<file path="config.mk">
export PLATFORM = sky130hd
export DESIGN_NAME = instr_sequencer
export DESIGN_NICKNAME = d
export VERILOG_FILES = /design/src/rtl/instr_sequencer.sv
export SDC_FILE = /design/constraint.sdc
export NUM_CORES = 1
export LEC_CHECK = 0
export BUFFER_PORTS_ARGS = -buffer_cell sky130_fd_sc_hd__buf_2
export CORE_AREA = 3 3 69 51
export DETAILED_ROUTE_END_ITERATION = 6
export DIE_AREA = 0 0 72 54
export GPL_TIMING_DRIVEN = 1
export PLACE_DENSITY = 0.74
export SLEW_MARGIN = 20
export SYNTH_ARGS = -nofsm -noshare
export SYNTH_HDL_FRONTEND = slang
export SYNTH_SLANG_ARGS = --single-unit
</file>
<file path="constraint.sdc">
create_clock -name clk -period 2.45 [get_ports clk]
set_input_delay 0.3675 -clock clk [delete_from_list [all_inputs] [get_ports clk]]
set_output_delay 0.3675 -clock clk [all_outputs]
set_load 0.02 [all_outputs]
</file>
<file path="src/rtl/instr_sequencer.sv">
// Instruction fetch/decode sequencer. It paces an external one-hot stage ring through ce.
// The minimum fetch takes 2 cycles, and ce stays low until mem_ack arrives. HALT and ERR hold ce low until clr.
module instr_sequencer #(
    parameter int ADDR_W = 8,
    parameter int DATA_W = 8
) (
    input  logic              clk,
    input  logic              clr,
    input  logic              f_st,
    input  logic              d_st,
    input  logic              e_st,
    input  logic              i_st,
    output logic              ce,
    output logic              mem_req,
    output logic [ADDR_W-1:0] mem_addr,
    input  logic              mem_ack,
    input  logic [DATA_W-1:0] mem_rdata,
    output logic [ADDR_W-1:0] pc,
    output logic [DATA_W-1:0] ir,
    output logic [3:0]        opcode,
    output logic [3:0]        operand,
    output logic              dec_valid,
    output logic              ld_acc,
    output logic              alu_en,
    output logic              wb_en,
    output logic              halted,
    output logic              err
);

    localparam logic [1:0] S_RUN   = 2'd0;
    localparam logic [1:0] S_FETCH = 2'd1;
    localparam logic [1:0] S_HALT  = 2'd2;
    localparam logic [1:0] S_ERR   = 2'd3;

    localparam logic [3:0] OP_LDI = 4'h1;
    localparam logic [3:0] OP_ADD = 4'h2;
    localparam logic [3:0] OP_JMP = 4'h3;
    localparam logic [3:0] OP_HLT = 4'hF;

    logic [1:0]        state_q, state_d;
    logic [ADDR_W-1:0] pc_q, pc_d;
    logic [DATA_W-1:0] ir_q, ir_d;
    logic [2:0]        strb_cnt;

    assign strb_cnt = {2'b00, f_st} + {2'b00, d_st} + {2'b00, e_st} + {2'b00, i_st};

    assign pc       = pc_q;
    assign ir       = ir_q;
    assign mem_addr = pc_q;
    assign opcode   = ir_q[DATA_W-1:DATA_W-4];
    assign operand  = ir_q[3:0];
    assign halted   = (state_q == S_HALT);
    assign err      = (state_q == S_ERR);

    always_comb begin
        state_d   = state_q;
        pc_d      = pc_q;
        ir_d      = ir_q;
        ce        = 1'b0;
        mem_req   = 1'b0;
        dec_valid = 1'b0;
        ld_acc    = 1'b0;
        alu_en    = 1'b0;
        wb_en     = 1'b0;
        case (state_q)
            S_RUN: begin
                // A broken ring (zero or several strobes) overrides every stage action.
                if (strb_cnt != 3'd1) begin
                    state_d = S_ERR;
                end else if (f_st) begin
                    state_d = S_FETCH;
                end else if (d_st) begin
                    ce        = 1'b1;
                    dec_valid = 1'b1;
                end else if (e_st) begin
                    ce = 1'b1;
                    case (opcode)
                        OP_LDI:  ld_acc  = 1'b1;
                        OP_ADD:  alu_en  = 1'b1;
                        OP_JMP:  pc_d    = {pc_q[ADDR_W-1:4], operand};
                        OP_HLT:  state_d = S_HALT;
                        default: ;
                    endcase
                end else begin
                    ce    = 1'b1;
                    wb_en = (opcode == OP_LDI) || (opcode == OP_ADD);
                end
            end
            S_FETCH: begin
                mem_req = 1'b1;
                if (mem_ack) begin
                    ce      = 1'b1;
                    ir_d    = mem_rdata;
                    pc_d    = pc_q + ADDR_W'(1);
                    state_d = S_RUN;
                end
            end
            default: ;
        endcase
    end

    always_ff @(posedge clk) begin
        if (clr) begin
            state_q <= S_RUN;
            pc_q    <= '0;
            ir_q    <= '0;
        end else begin
            state_q <= state_d;
            pc_q    <= pc_d;
            ir_q    <= ir_d;
        end
    end

endmodule
</file>
==> results of run 1 <==
-- state kept, by name, summed over array words and instances, names as in the netlist --
register / count
mem_addr: 8
state_q: 2
ir: 8
-- power by group --
group	leakage, nW	internal, mW	switching [mW]
Combinational	0.601	0.124	0.156
Sequential	0.146	0.309	0.0310
Clock	0.0216	0.109	0.0876
Total	0.769	0.542	0.274
-- worst paths after layout --
path | to | start | depth (start not counted)
setup reg to reg | mem_addr[3]$_SDFFE_PP0P_ | state_q[0]$_SDFFE_PP0P_ | 4
setup / recovery | dec_valid | i_st | 11
hold reg to reg | ir[2]$_SDFFE_PP0P_ | ir[2]$_SDFFE_PP0P_ | 2
hold / removal | ir[2]$_SDFFE_PP0P_ | mem_rdata[2] | 3
-- cell usage in the layout, fill, tap and decap left out, types with 2 or more instances in the layout --
cell type / netlist / routed
and2_1: 2 / 2
ha_1: 4 / 2
and3_1: 3 / 2
nand2b_1: 2 / 2
a21oi_1: 12 / 12
xnor2_1: 2 / 2
dfxtp_1: 18 / 18
buf_6: 2 / 8
buf_2: 1 / 46
clkbuf_8: 2 / 3
xor2_1: 3 / 3
nand2_1: 21 / 19
nor3_1: 3 / 2
nand4_1: 3 / 3
nand2_2: 0 / 2
nor2_1: 10 / 10
buf_4: 16 / 6
nor3b_4: 1 / 3
inv_2: 0 / 2
inv_1: 9 / 6
-- final cells by class --
class,count,area [um^2]
Tap cell,36,45.0
Sequential cell,18,360
Inverter,9,46.3
Timing Repair Buffer,61,385
Clock buffer,3,41.3
Multi-Input combinational cell,94,703
Fill cell,270,1280
-- layer usage --
layer | track usage, % | wire length, um | up-vias
met5 | 0 | 0 | -
li1 | - | - | 560
met4 | 1.88 | 10 | 0
met2 | 27.4 | 1400 | 43
met1 | 18.6 | 1330 | 499
met3 | 5.04 | 212 | 2
-- tightest hold or removal path, delay by kind of cell --
family,cells,cell delay [ns]
buffers and inverters,1,0.10
AOI/OAI and AO/OA,1,0.05
and+or+nand+nor,1,0.04
-- logic make-up (layout without fill, tap and decap cells) --
group / Yosys count / count (layout) / share of synthesized area [%]
AND/OR/NAND/NOR: 57 / 57 / 28.1
adder cells (fa/ha/maj): 5 / 5 / 5.78
AO/OA/AOI/OAI: 26 / 26 / 14.5
XOR/XNOR: 5 / 5 / 3.61
buffers and inverters: 31 / 73 / 17.5
multiplexers: 1 / 1 / 0.826
flip-flops: 18 / 18 / 29.7
-- timing repair --
| item | 4_1_cts | 5_1_grt |
|---|---|---|
| pin swaps | 7 | 6 |
| gates resized for setup | 16 | 7 |
| buffers inserted | 0 | 2 |
| endpoints found under the setup margin | 5 | 6 |
| gates cloned | 0 | 0 |
==> flow_metrics.env, run 1 <==
export IMPL_cpPeakStageDelay_ns=0.52
export IMPL_syn_inst=143
export IMPL_final_layout_size_suffix_gt1_share_pct=46.5
export IMPL_io_pins=55
export IMPL_required_ns=2.08
export IMPL_antenna_found_initial=0
export IMPL_grt_pass1_vias=1058
export IMPL_drc_errors=0
export IMPL_ant_nets=0
export IMPL_coreArea_mm2=0.00286
export IMPL_finalSetupTns_ns=-0.476
export IMPL_path_max_fanout=3
export IMPL_synth_edf_count=0
export IMPL_worst_slack_ns=-0.149
export IMPL_path_buf_inv=6
export IMPL_period_needed_ns=2.60
export IMPL_setup_viol=5
export IMPL_final_util_pct=55.2
export IMPL_skew_ns=0.00153
export IMPL_hold_path_class="in -> reg"
export IMPL_drt_first_pass_iters=4
export IMPL_overflow=0
export IMPL_max_slew_margin_rel_pct=74.4
export IMPL_drtIter0Drc=64
export IMPL_grt_pass1_wl_mm=4.71
export IMPL_p_total_mw=0.817
export IMPL_synth_ff_type="dfxtp_1"
export IMPL_yosysSeqAreaShare_pct=29.7
export IMPL_tritoncts="built"
export IMPL_p_leak_nw=0.769
export IMPL_detail_route_vias_per_cell=5.00
export IMPL_hold_viol_final=0
export IMPL_crit_slowest_cell="fa_1"
export IMPL_p_per_area_mw_per_mm2=516
export IMPL_cts_path_max_buffers=2
export IMPL_synthTopCellsByArea="dfxtp_1 (30%), buf_4 (9.9%), nand2_1 (6.5%)"
export IMPL_path_delay_family="adder cells"
export IMPL_synthTopCellsByCount="nand2_1 (21), dfxtp_1 (18), buf_4 (16), a21oi_1 (12), nor2_1 (10)"
export IMPL_chipWidth_um=72
export IMPL_ys_types=44
export IMPL_status="finished with violations"
export IMPL_hpwl_mm=2.24
export IMPL_rsz0062_at_grt="true"
export IMPL_pre_cts_ws_ns=-0.233
export IMPL_yosys_area_top_type_share_pct=29.7
export IMPL_holdWs_ns=0.359
export IMPL_dp_cells=216
export IMPL_wl_per_cell_um=13.4
export IMPL_netlist_area_mm2=0.00121
export IMPL_die_area_mm2=0.00389
export IMPL_finalMaxSlewViolations=0
export IMPL_final_cells=221
export IMPL_crit_type="in -> out"
export IMPL_placed_area_mm2=0.00145
export IMPL_fp_dieH_um=54
export IMPL_cts_sinks=18
export IMPL_cpMostUsedCell="buf_6"
export IMPL_syn_num_nets=163
export IMPL_ys_seq_elements=18
export IMPL_postCtsHoldBufs=0
export IMPL_worstMarginPinSlew_ns=0.383
export IMPL_root_buffer="clkbuf_8"
export IMPL_yosysMostFrequentCell="nand2_1"
export IMPL_cts_buffers=3
export IMPL_clk_latency_ns=0.24
export IMPL_groute_usage_overall_pct=15.3
export IMPL_port_buffers=54
export IMPL_row_count=16
export IMPL_critPathLaunchType="primary input"
export IMPL_fin_crit_sh_pct=106
export IMPL_worstSetupEndpointType="output pin"
export IMPL_syn_to_final_growth_pct=30.4
export IMPL_place_gp_congestion=0.876
export IMPL_grt_max_degree=19
export IMPL_cts_htree_levels=1
export IMPL_design_area_mm2=0.00158
export IMPL_crit_chain="buf_6, inv_2, fa_1, inv_1, ha_2, ha_4, nor3b_4, buf_4, buf_6, and3_4, buf_6"
export IMPL_num_vias=1104
export IMPL_final_net_count=207
export IMPL_clock_fmax_ghz=0.385
export IMPL_yosys_area_top_type="dfxtp_1"
export IMPL_reg2reg_slack_ns=0.83
export IMPL_yosysWarnings=0
export IMPL_async_reset_ff_share_pct=0
export IMPL_max_vdd_ir_drop_mv=0.266
export IMPL_critPathArrivalTime_ns=2.23
export IMPL_wl_mm=2.95
export IMPL_violations="setup timing"
export IMPL_clk_pin_slew_ns=0.06
export IMPL_start_util_pct=42.4
export IMPL_synth_area_per_cell_um2=8.48
export IMPL_antennaDiodeCount=0
export IMPL_drv_cap=0
(Power assumes the default switching activity.)
==> inputs of run 2 (changes only) <==
CORE_AREA = 3 3 63 48   (was 3 3 69 51)
DIE_AREA = 0 0 66 51   (was 0 0 72 54)
PLACE_DENSITY = 0.82   (was 0.74)
clock period = 3.4 ns   (was 2.45 ns; I/O delays follow)
==> flow_metrics.env, run 2 (synthesis results as in run 1) <==
export IMPL_grt_pass1_vias=967
export IMPL_final_cell_mix="buf_2 (54), nand2_1 (21), dfxtp_1 (18)"
export IMPL_cts_sinks=18
export IMPL_detail_route_vias_per_cell=5.22
export IMPL_hold_path_class="in -> reg"
export IMPL_p_per_area_mw_per_mm2=392
export IMPL_worst_slack_ns=0.215
export IMPL_hold_start="mem_rdata[0]"
export IMPL_fp_dieH_um=51
export IMPL_wl_mm=2.76
export IMPL_drt_first_pass_iters=5
export IMPL_grt_max_degree=19
export IMPL_start_util_pct=50.1
export IMPL_pre_cts_ws_ns=0.202
export IMPL_cts_path_max_buffers=2
export IMPL_row_count=15
export IMPL_drc_errors=0
export IMPL_post_cts_buffers=0
export IMPL_multi_input_area_um2=639
export IMPL_cts_htree_levels=1
export IMPL_clk_pin_slew_ns=0.10
export IMPL_drv_cap=0
export IMPL_required_ns=2.89
export IMPL_antennaDiodeCount=0
export IMPL_max_slew_margin_rel_pct=67.3
export IMPL_wl_per_cell_um=12.9
export IMPL_hold_viol_final=0
export IMPL_reg2reg_slack_ns=1.81
export IMPL_antenna_found_initial=0
export IMPL_worstReg2RegStart="state_q[0]$_SDFFE_PP0P_"
export IMPL_root_buffer="clkbuf_4"
export IMPL_final_layout_size_suffix_gt1_share_pct=38.0
export IMPL_chipWidth_um=66
export IMPL_tritoncts="built"
export IMPL_p_leak_nw=0.709
export IMPL_worstSetupEndpointType="output pin"
export IMPL_crit_chain="buf_2, inv_1, fa_1, inv_1, ha_1, ha_1, nor3b_4, nand3_1, nor3b_1, buf_2"
export IMPL_place_gp_congestion=0.843
export IMPL_finalMaxSlewViolations=0
export IMPL_ant_nets=0
export IMPL_overflow=0
export IMPL_dp_cells=209
export IMPL_status="finished clean"
export IMPL_cpPeakStageDelay_ns=0.55
export IMPL_skew_ns=0.00126
export IMPL_path_max_fanout=7
export IMPL_final_cells=213
export IMPL_crit_type="in -> out"
export IMPL_clock_fmax_ghz=0.314
export IMPL_critPathLaunchType="primary input"
export IMPL_die_area_mm2=0.00337
export IMPL_finalSetupTns_ns=0
export IMPL_syn_to_final_growth_pct=14.0
export IMPL_coreArea_mm2=0.00242
export IMPL_hold_end="ir[0]$_SDFFE_PP0P_"
export IMPL_nFillCells=217
export IMPL_fin_crit_sh_pct=93.7
export IMPL_grt_pass1_wl_mm=4.40
export IMPL_port_buffers=54
export IMPL_worstMarginPinSlew_ns=0.487
export IMPL_final_net_count=200
export IMPL_io_pins=55
export IMPL_drtIter0Drc=32
export IMPL_cts_buffers=3
export IMPL_post_cts_resized=0
export IMPL_rsz0062_at_grt="false"
export IMPL_hpwl_mm=2.16
export IMPL_final_common_cell="buf_2"
export IMPL_hold_depth=3
export IMPL_setup_viol=0
export IMPL_r2r_end="mem_addr[3]$_SDFFE_PP0P_"
export IMPL_crit_slowest_cell="fa_1"
export IMPL_num_vias=1111
export IMPL_groute_usage_overall_pct=16.8
export IMPL_period_needed_ns=3.19
export IMPL_worst_r2r_path_depth=4
export IMPL_max_vdd_ir_drop_mv=0.179
export IMPL_critPathArrivalTime_ns=2.68
export IMPL_clk_latency_ns=0.29
export IMPL_postCtsHoldBufs=0
export IMPL_final_seq_area_um2=360
-- run 2: power breakdown --
part	internal (mW)	total, mW	switching [mW]
registers	0.223	0.244	0.0211
logic	0.0650	0.165	0.100
clock network	0.0653	0.133	0.0672
-- run 2: routing by layer --
| layer | routed length (um) | global-route usage, % |
|---|---|---|
| met2 | 1300 | 28.3 |
| met3 | 234 | 4.84 |
| met4 | 19 | 2.03 |
| met5 | 0 | 0 |
| met1 | 1200 | 22.0 |
-- run 2: layout make-up --
type                            count  share of cell area [%]
Clock buffer                        4                    2.62
Multi-Input combinational cell     94                    46.2
Sequential cell                    18                    26.1
Timing Repair Buffer               54                    19.5
Tap cell                           34                    3.08
Inverter                            9                    2.44
-- run 2: how the worst max path moves through the flow --
| stage | start | to | slack (ns) | cells after the start |
|---|---|---|---|---|
| 2_1_floorplan | f_st | alu_en | 0.30 | 8 |
| 3_3_place_gp | f_st | alu_en | 0.31 | 10 |
| 3_5_place_dp | f_st | alu_en | 0.20 | 10 |
| 4_1_cts | f_st | alu_en | 0.21 | 10 |
| 5_1_grt | f_st | alu_en | 0.01 | 10 |
| 6_report | f_st | alu_en | 0.21 | 10 |
-- run 2: critical path, delay by kind of cell --
kind,cells,cell delay (ns)
adders and majority gates,3,1.03
buffers and inverters,4,0.43
and+or+nand+nor,3,0.70
-- run 2: per-stage QoR --
stage                     util (%)  total power [mW]  area (um^2)  hold slack, ns
after floorplan                  -             0.384         1210           0.548
after global placement        55.6             0.407         1350           0.472
after detailed placement      55.6             0.414         1350           0.485
after CTS                     57.1             0.542         1380           0.449
after global routing          57.1             0.570         1380           0.448
final                         57.1             0.541         1380           0.451
==> inputs of run 3 (changes only) <==
CORE_AREA = 3 3 66 49   (was 3 3 63 48)
DIE_AREA = 0 0 69 52   (was 0 0 66 51)
PLACE_DENSITY = 0.77   (was 0.82)
clock period = 3 ns   (was 3.4 ns; I/O delays follow)
==> flow_metrics.env, run 3 (synthesis results as in run 1) <==
export IMPL_status="finished clean"
export IMPL_grt_max_degree=19
export IMPL_fin_crit_sh_pct=96.0
export IMPL_root_buffer="clkbuf_8"
export IMPL_ant_nets=0
export IMPL_tritoncts="built"
export IMPL_cts_path_max_buffers=2
export IMPL_grt_pass1_vias=929
export IMPL_critPathArrivalTime_ns=2.43
export IMPL_final_net_count=204
export IMPL_max_slew_margin_rel_pct=65.1
export IMPL_coreArea_mm2=0.00272
export IMPL_path_buf_inv=4
export IMPL_io_pins=55
export IMPL_critPathLaunchType="primary input"
export IMPL_clk_pin_slew_ns=0.06
export IMPL_final_layout_size_suffix_gt1_share_pct=41.8
export IMPL_start_util_pct=44.5
export IMPL_clock_fmax_ghz=0.347
export IMPL_setup_viol=0
export IMPL_drv_cap=0
export IMPL_final_common_cell="buf_2"
export IMPL_chipWidth_um=69
export IMPL_max_vdd_ir_drop_mv=0.261
export IMPL_groute_usage_overall_pct=14.5
export IMPL_crit_type="in -> out"
export IMPL_period_needed_ns=2.88
export IMPL_port_buffers=54
export IMPL_design_area_mm2=0.00146
export IMPL_skew_ns=0.00112
export IMPL_p_per_area_mw_per_mm2=438
export IMPL_crit_slowest_cell="fa_1"
export IMPL_wl_per_cell_um=12.6
export IMPL_grt_pass1_wl_mm=4.10
export IMPL_place_gp_congestion=0.834
export IMPL_worstSetupEndpointType="output pin"
export IMPL_hold_viol_final=0
export IMPL_nFillCells=283
export IMPL_detail_route_vias_per_cell=4.98
export IMPL_cpPeakStageDelay_ns=0.54
export IMPL_reg2reg_slack_ns=1.38
export IMPL_crit_chain="buf_2, inv_1, fa_1, inv_1, ha_1, ha_4, nor3b_4, nand3_2, nor3b_2, buf_4"
export IMPL_worstMarginPinSlew_ns=0.520
export IMPL_path_max_fanout=6
export IMPL_row_count=16
export IMPL_p_leak_nw=0.728
export IMPL_clk_latency_ns=0.25
export IMPL_final_cell_mix="buf_2 (51), nand2_1 (21), dfxtp_1 (18)"
export IMPL_overflow=0
export IMPL_drc_errors=0
export IMPL_required_ns=2.55
export IMPL_rsz0062_at_grt="false"
export IMPL_die_area_mm2=0.00359
export IMPL_drtIter0Drc=37
export IMPL_fp_dieH_um=52
export IMPL_finalSetupTns_ns=0
export IMPL_cpMostUsedCell="inv_1"
export IMPL_syn_to_final_growth_pct=20.4
export IMPL_hpwl_mm=2.04
export IMPL_antennaDiodeCount=0
export IMPL_post_cts_buffers=0
export IMPL_cts_htree_levels=1
export IMPL_cts_sinks=18
export IMPL_hold_path_class="in -> reg"
export IMPL_finalMaxSlewViolations=0
export IMPL_wl_mm=2.75
export IMPL_antenna_found_initial=0
export IMPL_placed_area_mm2=0.00138
export IMPL_cts_buffers=3
export IMPL_num_vias=1086
export IMPL_path_delay_family="adder cells"
export IMPL_drt_first_pass_iters=4
-- run 3: routing by layer --
layer,wire length [um],track usage [%],vias to the layer above
li1,-,-,552
met1,1300,18.8,479
met2,1170,22.8,53
met3,274,5.02,2
met4,8,4.22,0
met5,0,0,-
-- run 3: repair_timing --
action | in CTS | in global routing
endpoints found under the setup margin | 0 | 3
resized for setup | 0 | 8
hold buffers | 0 | 0
-- run 3: area by class of cell --
class,instances,area (um^2),area share [%]
clock buffers,3,41.3,2.83
well taps,36,45.0,3.08
inverters,9,33.8,2.31
repair buffers,58,308,21.1
flip-flops and latches,18,360,24.7
multi-input cells,94,672,46.0
-- run 3: power by group --
part	leakage, nW	internal (mW)	switching, mW
registers	0.146	0.253	0.0244
clock network	0.0216	0.0891	0.0752
logic	0.560	0.0819	0.117
total	0.728	0.424	0.217
-- run 3: per-stage QoR --
stage,util (%),power [mW],hold WS (ns),instances,setup WS [ns]
floorplan,-,0.435,0.548,143,0.0235
global placement,50.6,0.470,0.474,215,0.0933
detailed placement,50.6,0.474,0.489,215,0.0199
CTS,52.2,0.640,0.427,218,0.0208
global route,53.6,0.677,0.429,218,0.00701
finish,53.6,0.640,0.432,218,0.121
-- run 3: path summary, 6_finish.rpt --
check | start | cells after the start | end
worst max register to register | state_q[0]$_SDFFE_PP0P_ | 4 | mem_addr[3]$_SDFFE_PP0P_
worst min-delay path | mem_rdata[0] | 3 | ir[0]$_SDFFE_PP0P_
worst max-delay path | f_st | 10 | alu_en
worst min register to register | ir[1]$_SDFFE_PP0P_ | 2 | ir[1]$_SDFFE_PP0P_
-- run 3: worst min-delay path, cell delays in order --
cell and delay, ns:
buf_2 0.10, nand2_1 0.04, a21oi_1 0.05
